[config.mk]
export PLATFORM = sky130hd
export DESIGN_NAME = dest_tag_queue_mc
export DESIGN_NICKNAME = d
export VERILOG_FILES = /design/src/rtl/dest_tag_queue_mc.sv
export SDC_FILE = /design/constraint.sdc
export NUM_CORES = 1
export LEC_CHECK = 0
export CAP_MARGIN = 40
export CORE_MARGIN = 1
export CORE_UTILIZATION = 37
export CTS_CLUSTER_DIAMETER = 200
export DETAILED_ROUTE_END_ITERATION = 16
export PLACE_DENSITY_LB_ADDON = 0.12
export RECOVER_POWER = 25
export SLEW_MARGIN = 20
export SYNTH_ARGS = -nofsm -noshare
export SYNTH_HDL_FRONTEND = slang
export SYNTH_SLANG_ARGS = --single-unit
[constraint.sdc]
create_clock -name clk -period 4.04 [get_ports clk]
set_input_delay 0.606 -clock clk [delete_from_list [all_inputs] [get_ports clk]]
set_output_delay 0.606 -clock clk [all_outputs]
set_load 0.05 [all_outputs]
[src/rtl/dest_tag_queue_mc.sv]
// dest_tag_queue_mc: per-channel return-destination queues ({tag,dst,vc}) between request and reply NoC translators.
// Ports: clk/preset_full (async active-high reset); push side i_ch_in/i_dst_in/i_vc_in/i_tag_in/i_valid_in with
// per-channel i_ready_out (not almost full); pop/peek side o_rd_ch_in/o_valid_in with show-ahead head data
// o_dst_out/o_vc_out/o_tag_out; per-channel o_empty_out and packed o_count_out; sticky o_overflow_out/o_underflow_out.
module dest_tag_queue_mc #(
  parameter int ADDRESS_WIDTH    = 4,
  parameter int VC_ADDRESS_WIDTH = 1,
  parameter int WIDTH_TAG        = 8,
  parameter int DEPTH            = 12,
  parameter int NUM_CH           = 2,
  parameter int AFULL_MARGIN     = 2,
  parameter bit OVF_FATAL        = 1'b1,
  localparam int CH_W  = NUM_CH > 1 ? $clog2(NUM_CH) : 1,
  localparam int CNT_W = $clog2(DEPTH + 1)
) (
  input  logic                        clk,
  input  logic                        preset_full,
  input  logic [CH_W-1:0]             i_ch_in,
  input  logic [ADDRESS_WIDTH-1:0]    i_dst_in,
  input  logic [VC_ADDRESS_WIDTH-1:0] i_vc_in,
  input  logic [WIDTH_TAG-1:0]        i_tag_in,
  input  logic                        i_valid_in,
  output logic [NUM_CH-1:0]           i_ready_out,
  input  logic [CH_W-1:0]             o_rd_ch_in,
  input  logic                        o_valid_in,
  output logic [ADDRESS_WIDTH-1:0]    o_dst_out,
  output logic [VC_ADDRESS_WIDTH-1:0] o_vc_out,
  output logic [WIDTH_TAG-1:0]        o_tag_out,
  output logic [NUM_CH-1:0]           o_empty_out,
  output logic [NUM_CH*CNT_W-1:0]     o_count_out,
  output logic                        o_overflow_out,
  output logic                        o_underflow_out
);
  localparam int PTR_W = $clog2(DEPTH);
  localparam int W     = WIDTH_TAG + ADDRESS_WIDTH + VC_ADDRESS_WIDTH;
  logic [W-1:0]     mem_q    [NUM_CH][DEPTH];
  logic [PTR_W-1:0] rd_ptr_q [NUM_CH];
  logic [PTR_W-1:0] rd_ptr_d [NUM_CH];
  logic [PTR_W-1:0] wr_ptr_q [NUM_CH];
  logic [PTR_W-1:0] wr_ptr_d [NUM_CH];
  logic [CNT_W-1:0] count_q  [NUM_CH];
  logic [CNT_W-1:0] count_d  [NUM_CH];
  logic             ovf_q, ovf_d, unf_q, unf_d, ovf_now, unf_now;
  logic [NUM_CH-1:0] push_acc, pop_acc;
  logic [W-1:0]     head;
  function automatic logic [PTR_W-1:0] inc(input logic [PTR_W-1:0] p);
    return p == PTR_W'(DEPTH - 1) ? '0 : p + 1'b1;
  endfunction
  // A push into a full channel is still accepted when the same channel pops this cycle.
  // An out-of-range channel select matches no channel, so it falls out as overflow/underflow.
  always_comb begin
    for (int c = 0; c < NUM_CH; c++) begin
      pop_acc[c]  = o_valid_in && int'(o_rd_ch_in) == c && count_q[c] != '0;
      push_acc[c] = i_valid_in && int'(i_ch_in) == c && (count_q[c] != CNT_W'(DEPTH) || pop_acc[c]);
      rd_ptr_d[c] = pop_acc[c] ? inc(rd_ptr_q[c]) : rd_ptr_q[c];
      wr_ptr_d[c] = push_acc[c] ? inc(wr_ptr_q[c]) : wr_ptr_q[c];
      count_d[c]  = count_q[c] + CNT_W'(push_acc[c]) - CNT_W'(pop_acc[c]);
    end
    ovf_now = i_valid_in && !(|push_acc);
    unf_now = o_valid_in && !(|pop_acc);
    ovf_d   = ovf_q | ovf_now;
    unf_d   = unf_q | unf_now;
  end
  always_ff @(posedge clk or posedge preset_full) begin
    if (preset_full) begin
      for (int c = 0; c < NUM_CH; c++) begin
        rd_ptr_q[c] <= '0;
        wr_ptr_q[c] <= '0;
        count_q[c]  <= '0;
      end
      ovf_q <= 1'b0;
      unf_q <= 1'b0;
    end else begin
      for (int c = 0; c < NUM_CH; c++) begin
        rd_ptr_q[c] <= rd_ptr_d[c];
        wr_ptr_q[c] <= wr_ptr_d[c];
        count_q[c]  <= count_d[c];
      end
      ovf_q <= ovf_d;
      unf_q <= unf_d;
    end
  end
  // Storage is not reset; stale entries are never observable because reads are gated by count.
  always_ff @(posedge clk) begin
    for (int c = 0; c < NUM_CH; c++)
      if (push_acc[c]) mem_q[c][wr_ptr_q[c]] <= {i_tag_in, i_dst_in, i_vc_in};
  end
  always_comb begin
    o_count_out = '0;
    o_empty_out = '0;
    i_ready_out = '0;
    head        = '0;
    for (int c = 0; c < NUM_CH; c++) begin
      o_count_out[c*CNT_W +: CNT_W] = count_q[c];
      o_empty_out[c] = count_q[c] == '0;
      i_ready_out[c] = count_q[c] < CNT_W'(DEPTH - AFULL_MARGIN);
      if (int'(o_rd_ch_in) == c && count_q[c] != '0) head = mem_q[c][rd_ptr_q[c]];
    end
  end
  assign {o_tag_out, o_dst_out, o_vc_out} = head;
  assign o_overflow_out  = ovf_q;
  assign o_underflow_out = unf_q;
  // An overflow means DEPTH is undersized for the slave's outstanding-reply latency.
  assert property (@(posedge clk) disable iff (preset_full) !(OVF_FATAL && ovf_now))
    else $fatal(1, "dest_tag_queue_mc: push overflow, DEPTH too small for slave latency");
endmodule

==> impl_summary.log, run 1 <==
INFO  metric run_status = completed
INFO  metric power.density_cell_area = 720.8 nW/um^2
INFO  metric max-clock-path-buffers = 3
INFO  metric grt.overflow.total = 0
INFO  metric dr.pass1.iters = 5
INFO  metric finalCriticalPeriod = 3519 ps
INFO  metric tritoncts = done
INFO  metric finalWirelength = 29.50 mm
INFO  metric grt_max_degree = 41
INFO  metric cap_viol_max_count = 0
INFO  metric io_buffers = 45
INFO  metric end_kind = primary output
INFO  metric max_slew.worst_pin.slew = 1071 ps
INFO  metric initial_core_util = 37.92%
INFO  metric async_reset_ff_share = 7.692%
INFO  metric setup_total_neg_slack = 0 ps
INFO  metric critical_path.cell_chain = inv_1 > ha_1 > nor3b_1 > buf_4 > or3_1 > a211o_1 > o211ai_1 > buf_12
INFO  metric synth_top_flop_cell = edfxtp_1
INFO  metric synth.distinct_cells = 46
INFO  metric number_of_clock_sinks_seen_by_cts = 338
INFO  metric ys_ff_latch = 338
INFO  metric drcViolationCount = 0
INFO  metric grt_antenna_before_repair = 4
INFO  metric finClkSkew = 8.543 ps
INFO  metric period_share = 87.10%
INFO  metric slowest_stage_cell_cp = or3_1
INFO  metric io_pins = 46
INFO  metric drt_first_iter_violations = 455
INFO  metric die_h = 193.8 microns
INFO  metric worst_ep_required_time = 3430 ps
INFO  metric hold_viol = 0
INFO  metric final_layout_size_suffix_gt1_share = 24.41%
INFO  metric path_max_fanout = 13
INFO  metric nets = 815
INFO  metric gpl.final_weighted_congestion = 0.7614
INFO  metric detail-route-antenna-nets = 0
INFO  metric num_vias = 6686
INFO  metric cp.arrival = 2910 ps
INFO  metric max_freq = 284.2 MHz
INFO  metric numCtsBuffers = 38
INFO  metric worst-r2r-setup-slack = 1440 ps
INFO  metric global_route_wire_length_before_repair = 44.66 mm
INFO  metric mappedNetlistArea = 13620 sq um
INFO  metric gr-usage-all-layers = 16.06%
INFO  metric max-slew-margin-rel = 28.59%
INFO  metric cellLeakagePower = 0.005451 uW
INFO  metric design.core.area = 35910 sq um
INFO  metric synth-warning-count = 0
INFO  metric startpoint_type = flip-flop
INFO  metric finalSetupViolations = 0
INFO  metric core.rowCount = 69
INFO  metric floorplan.die_area = 37580 sq um
INFO  metric synth_edf_count = 312
INFO  metric clkSlewWorstSetupHoldPaths = 60 ps
INFO  metric detail_route.vias_per_cell = 5.302
INFO  metric die-width = 193.8 microns
INFO  metric cts_hold_buf = 0
INFO  metric commonest_non_fill_non_tap_cell_in_the_layout = edfxtp_1
INFO  metric hold_ws = 468.7 ps
INFO  metric final.fill_count = 3087
INFO  metric most-common-layout-cells = 312 x edfxtp_1, 76 x mux4_2, 39 x clkbuf_16
INFO  metric clk-insertion-delay-late = 510 ps
INFO  metric flow.area_growth_from_synthesis = 17.84%
INFO  metric postCtsSetupRepairBufs = 0
INFO  metric worst_ir_drop_vdd = 0.6040 mV
INFO  metric area_share_of_the_leading_cell_type_in_the_synthesized_netlist = 68.80%
INFO  metric timing.setup.critical_path_class = reg -> out
INFO  metric report.final.slew_viol_count = 0
INFO  metric hold_path.class = reg -> reg
INFO  metric routedWlPerCell = 23.39 microns
INFO  metric clock-root-buffer = clkbuf_16
INFO  metric ctsResizeCount = 0
INFO  metric synth_top_cells_by_area = edfxtp_1 69%, mux4_2 13%, dfrtp_1 4.8%, ha_1 2.0%, mux2i_1 1.2%
INFO  metric hpwl = 18.96 mm
INFO  metric setup_repair_after_global_routing_missed_its_margin = no
INFO  metric vias_in_the_first_global_route = 7106
INFO  metric cts-htree-levels = 2
INFO  metric critical-path-max-stage-delay = 650 ps
INFO  metric post_synthesis_net_count = 730
INFO  metric yosysSeqAreaShare = 73.58%
INFO  metric synthesis.instances = 687
INFO  metric synth_area_leader_cell = edfxtp_1
INFO  metric synth.avg_cell_area = 19.82 sq um
## final cells by class
cell class	instances	area, sq um	share of cell area, %
clock buffers	48	1020	6.354
inverters	31	116.4	0.7251
flip-flops and latches	338	10020	62.46
repair buffers	77	840.8	5.239
multi-input cells	286	3329	20.75
diodes	1	2.502	0.01559
clock inverters	19	138.9	0.8654
well taps	461	576.8	3.594
## power by group
group          total [uW]  internal, uW  switching [uW]
Clock                3210          1910            1310
Sequential           4380          4100             279
Combinational        3970          1780            2190
Total               11600          7790            3780
## state kept, by name (all words and copies together) (netlist names)
signal           count
rd_ptr_q             8
o_count_out          8
o_overflow_out       1
mem_q              312
wr_ptr_q             8
o_underflow_out      1
## logic make-up (layout without fill, tap and decap cells)
group	count (synthesis)	count (layout)	synth area share, %
other	0	1	0
AO/OA/AOI/OAI	72	72	3.923
XOR/XNOR	4	4	0.2573
flip-flops	338	338	73.58
AND/OR/NAND/NOR	84	84	3.197
buffers and inverters	63	175	2.131
multiplexers	102	102	14.60
adder cells (fa/ha/maj)	24	24	2.315
## cell usage after synthesis, types with 13 or more instances
cell type / number
buf_2: 15
nor2_1: 22
a22oi_1: 14
edfxtp_1: 312
mux2i_1: 16
ha_1: 22
and3_1: 13
nand2_1: 19
mux4_2: 76
dfrtp_1: 26
inv_1: 31
## critical path: cells and delay by family, from the launching register on
family	cells	cell delay [ps]
and+or+nand+nor	2	790
buffers and inverters	3	460
adders and majority gates	1	220
DFF	1	380
AOI/OAI and AO/OA	2	550
## per-layer routing
| layer | vias up | wire (microns) | global-route usage, % |
|---|---|---|---|
| met5 | - | 39 | 0 |
| met4 | 6 | 631 | 4.556 |
| met3 | 55 | 1429 | 3.409 |
| met2 | 152 | 14400 | 26.53 |
| met1 | 3520 | 13000 | 21.50 |
| li1 | 2953 | - | - |
## worst paths after layout
| path | start | endpoint | depth (start not counted) |
|---|---|---|---|
| min in group asynchronous | preset_full | o_count_out[2]$_DFF_PP0_ | 2 |
| min | o_underflow_out$_DFF_PP0_ | o_underflow_out$_DFF_PP0_ | 1 |
| max in group asynchronous | preset_full | rd_ptr_q[0]$_DFFE_PP0P_ | 3 |
| max | o_count_out[2]$_DFF_PP0_ | o_tag_out[4] | 8 |
| max reg2reg | o_count_out[2]$_DFF_PP0_ | mem_q[0][71]$_DFFE_PP_ | 5 |
| min reg2reg | o_underflow_out$_DFF_PP0_ | o_underflow_out$_DFF_PP0_ | 1 |
## per-stage QoR
| stage | power, uW | cells | area (sq um) | setup WS (ps) | utilization (%) |
|---|---|---|---|---|---|
| final | 11570 | 1261 | 16050 | 521.1 | 44.68 |
| after global routing | 12110 | 1260 | 16050 | 363.9 | 44.68 |
| after CTS | 11750 | 1249 | 15980 | 497.6 | 44.50 |
| after floorplan | 6988 | 687 | 13620 | 38.44 | - |
| after global placement | 8443 | 1180 | 14780 | 785.6 | 41.16 |
| after detailed placement | 8508 | 1182 | 14820 | 740.2 | 41.28 |
(Power assumes the default switching activity.)
==> run 2: changes to the inputs <==
- ABC_AREA: not set -> 1
- CORE_UTILIZATION: 37 -> 66
==> run 2 against run 1 <==
Net effect: global-route usage grew 13 points; highest routed layer unchanged; core utilization rose by 32 points; clock power down 2%; combinational power rose by 17%; first-iteration DRC count rose by 110%.
==> impl_summary.log, run 2 <==
INFO  metric design.core.area = 22780 sq um (was 35910 sq um)
INFO  metric hold_path.class = reg -> reg (unchanged)
INFO  metric max_freq = 314.1 MHz (was 284.2 MHz)
INFO  metric synth_top_family_by_area = simple AND/OR/NAND/NOR gates (was multiplexers)
INFO  metric synth_simple_gate_area_share = 21.40% (was 3.197%)
INFO  metric mappedNetlistArea = 15460 sq um (was 13620 sq um)
INFO  metric async_reset_ff_share = 7.692% (unchanged)
INFO  metric cellLeakagePower = 0.008026 uW (was 0.005451 uW)
INFO  metric final.fill_count = 1443 (was 3087)
INFO  metric drcViolationCount = 0 (unchanged)
INFO  metric synth_area_leader_cell = edfxtp_1 (unchanged)
INFO  metric num_vias = 10522 (was 6686)
INFO  metric max_slew.worst_pin.slew = 1099 ps (was 1071 ps)
INFO  metric gr-usage-all-layers = 28.91% (was 16.06%)
INFO  metric initial_core_util = 67.88% (was 37.92%)
INFO  metric timing.critical_path.mode_cell = nand2_1
INFO  metric grt.overflow.total = 0 (unchanged)
INFO  metric multi_input_area = 3913 sq um (was 3329 sq um)
INFO  metric power.density_cell_area = 688.0 nW/um^2 (was 720.8 nW/um^2)
INFO  metric ys_ff_latch = 338 (unchanged)
INFO  metric min_path_cells = 1 (unchanged)
INFO  metric yosysSeqAreaShare = 64.81% (was 73.58%)
INFO  metric synthesis.instances = 1585 (was 687)
INFO  metric die-width = 155.1 microns (was 193.8 microns)
INFO  metric r2r.worst_path.cells = 10 (was 5)
INFO  metric clkSlewWorstSetupHoldPaths = 60 ps (about the same)
INFO  metric detail_route.vias_per_cell = 5.282 (was 5.302)
INFO  metric finalWirelength = 33.71 mm (was 29.50 mm)
INFO  metric cp.arrival = 2580 ps (was 2910 ps)
INFO  metric synth_top_flop_cell = edfxtp_1 (unchanged)
INFO  metric synth_xor_area_share = 0.5098% (was 0.2573%)
INFO  metric setup_total_neg_slack = 0 ps (unchanged)
INFO  metric grt_max_degree = 81 (was 41)
INFO  metric flow.area_growth_from_synthesis = 13.63% (was 17.84%)
INFO  metric yosys.cell_count.top_type = nand2_1 (was edfxtp_1)
INFO  metric max-clock-path-buffers = 3 (unchanged)
INFO  metric report.final.slew_viol_count = 0 (unchanged)
INFO  metric core.rowCount = 55 (was 69)
INFO  metric vias_in_the_first_global_route = 10387 (was 7106)
INFO  metric io_pins = 46 (unchanged)
INFO  metric numPlacedInstances = 1920 (was 1182)
INFO  metric slowest_stage_cell_cp = buf_4 (was or3_1)
INFO  metric seqCellArea = 10020 sq um (about the same)
INFO  metric postCtsSetupRepairBufs = 0 (unchanged)
INFO  metric muxShareOfSynthArea = 0% (was 14.60%)
INFO  metric worst_ir_drop_vdd = 0.6501 mV (was 0.6040 mV)
INFO  metric post_synthesis_net_count = 1628 (was 730)
INFO  metric area_share_of_the_leading_cell_type_in_the_synthesized_netlist = 60.60% (was 68.80%)
INFO  metric synth_top_cells_by_area = edfxtp_1 61%, nand2_1 14%, inv_1 7.9%, nand3_1 5.9%, dfrtp_1 4.2% (was edfxtp_1 69%, mux4_2 13%, dfrtp_1 4.8%, ha_1 2.0%, mux2i_1 1.2%)
INFO  metric largest_reg_flops = 312 (unchanged)
INFO  metric tritoncts = done (unchanged)
INFO  metric clk-insertion-delay-late = 510 ps (about the same)
INFO  metric cts_hold_buf = 0 (unchanged)
INFO  metric synth-warning-count = 0 (unchanged)
INFO  metric gpl.final_weighted_congestion = 0.8243 (was 0.7614)
INFO  metric routedWlPerCell = 16.92 microns (was 23.39 microns)
INFO  metric synth_edf_count = 312 (unchanged)
INFO  metric post_synth_fa_ha_maj_area_fraction = 2.039% (was 2.315%)
INFO  metric ctsResizeCount = 0 (unchanged)
INFO  metric max-slew-margin-rel = 26.75% (was 28.59%)
INFO  metric floorplan.die_area = 24040 sq um (was 37580 sq um)
INFO  metric cpLargestDelayFamily = buffers and inverters (was simple AND/OR/NAND/NOR gates)
INFO  metric cts-htree-levels = 2 (unchanged)
INFO  metric critical-path-max-stage-delay = 430 ps (was 650 ps)
INFO  metric final_cells = 1992 (was 1261)
INFO  metric critical_path.cell_chain = inv_1 > buf_4 > nand3_1 > nand2_1 > nand2_1 > nand3_1 > nand2_1 > nand2_1 > buf_4 (was inv_1 > ha_1 > nor3b_1 > buf_4 > or3_1 > a211o_1 > o211ai_1 > buf_12)
INFO  metric number_of_clock_sinks_seen_by_cts = 338 (unchanged)
INFO  metric path_max_fanout = 27 (was 13)
INFO  metric die_h = 155.1 microns (was 193.8 microns)
INFO  metric hpwl = 20.65 mm (was 18.96 mm)
INFO  metric period_share = 78.80% (was 87.10%)
INFO  metric finalCriticalPeriod = 3183 ps (was 3519 ps)
INFO  metric io_buffers = 45 (unchanged)
INFO  metric detail-route-antenna-nets = 0 (unchanged)
INFO  metric synth.top_cells.by_count = 573 x nand2_1, 325 x inv_1, 312 x edfxtp_1 (was 312 x edfxtp_1, 76 x mux4_2, 31 x inv_1)
INFO  metric startpoint_type = flip-flop (unchanged)
INFO  metric path_depth = 9 (was 8)
INFO  metric synth.avg_cell_area = 9.755 sq um (was 19.82 sq um)
INFO  metric commonest_non_fill_non_tap_cell_in_the_layout = nand2_1 (was edfxtp_1)
INFO  metric finClkSkew = 9.547 ps (was 8.543 ps)
INFO  metric global_route_wire_length_before_repair = 52.82 mm (was 44.66 mm)
INFO  metric finalSetupViolations = 0 (unchanged)
INFO  metric most-common-layout-cells = 573 x nand2_1, 325 x inv_1, 312 x edfxtp_1 (was 312 x edfxtp_1, 76 x mux4_2, 39 x clkbuf_16)
INFO  metric nets = 1695 (was 815)
INFO  metric drt_first_iter_violations = 944 (was 455)
INFO  metric synth_area_in_compound_gates = 0.7283% (was 3.923%)
INFO  metric final_layout_size_suffix_gt1_share = 8.462% (was 24.41%)
INFO  metric hold_ws = 485.2 ps (was 468.7 ps)
INFO  metric worst_ep_required_time = 3430 ps (about the same)
INFO  metric hold_viol = 0 (unchanged)
INFO  metric worst-path-buf-inv = 3 (unchanged)
INFO  metric cap_viol_max_count = 0 (unchanged)
INFO  metric numCtsBuffers = 35 (was 38)
INFO  metric clock-root-buffer = clkbuf_16 (unchanged)
INFO  metric grt_antenna_before_repair = 1 (was 4)
INFO  metric setup_repair_after_global_routing_missed_its_margin = no (unchanged)
INFO  metric end_kind = primary output (unchanged)
INFO  metric timing.setup.critical_path_class = reg -> out (unchanged)
INFO  metric dr.pass1.iters = 5 (unchanged)
INFO  metric run_status = completed (unchanged)
INFO  metric synth.distinct_cells = 30 (was 46)
-- run 2: changes by cell type after synthesis, moves of 14 or more --
cell / previous run / this run
buf_2: 15 / 44
inv_1: 31 / 325
a22oi_1: 14 / 0
mux2i_1: 16 / 0
nor3_1: 3 / 18
nand3_1: 2 / 181
nand2_1: 19 / 573
mux4_2: 76 / 0
-- run 2: path summary, 6_finish.rpt --
path / startpoint / end / slack [ps]
setup / recovery: rd_ptr_q[5]$_DFFE_PP0P_ / o_vc_out / 860
hold / removal: o_underflow_out$_DFF_PP0_ / o_underflow_out$_DFF_PP0_ / 490
setup reg to reg: o_count_out[2]$_DFF_PP0_ / o_count_out[2]$_DFF_PP0_ / 1750
hold reg to reg: o_underflow_out$_DFF_PP0_ / o_underflow_out$_DFF_PP0_ / 490
max in group asynchronous: preset_full / rd_ptr_q[0]$_DFFE_PP0P_ / 2210
min in group asynchronous: preset_full / wr_ptr_q[0]$_DFFE_PP0P_ / 540
-- run 2: cell families after synthesis --
family / Yosys count
compound gates: 20
xor+xnor: 9
fa+ha+maj: 24
buf+inv: 393
flops: 338
simple gates: 801
-- run 2: layout make-up --
class	count	share of cell area, %
diodes	1	0.01424
well taps	313	2.229
inverters	331	7.101
repair buffers	92	4.978
flip-flops and latches	338	57.05
clock inverters	14	0.6623
multi-input cells	854	22.27
clock buffers	49	5.698
-- run 2: layer usage --
layer,vias up,GRT usage (%),wire (microns)
met5,-,0,13
met4,2,10.09,1025
met3,83,4.708,2443
met2,419,49.51,16680
met1,4916,37.76,13550
li1,5102,-,-
-- run 2: where the power goes --
| group | leakage, uW | switching [uW] | internal, uW | total, uW |
|---|---|---|---|---|
| Sequential | 0.00312 | 189 | 4120 | 4310 |
| Clock | 0.000556 | 1270 | 1860 | 3130 |
| Combinational | 0.00435 | 3250 | 1400 | 4650 |
-- run 2: stage by stage --
step	setup WS (ps)	utilization, %	power [uW]	instance area, sq um
after floorplan	1210	-	7617	15460
after global placement	1138	71.07	8727	16190
after global routing	728.2	77.12	12710	17570
after CTS	797.4	76.75	12010	17480
final	856.7	77.13	12090	17570
after detailed placement	1329	71.85	8872	16370
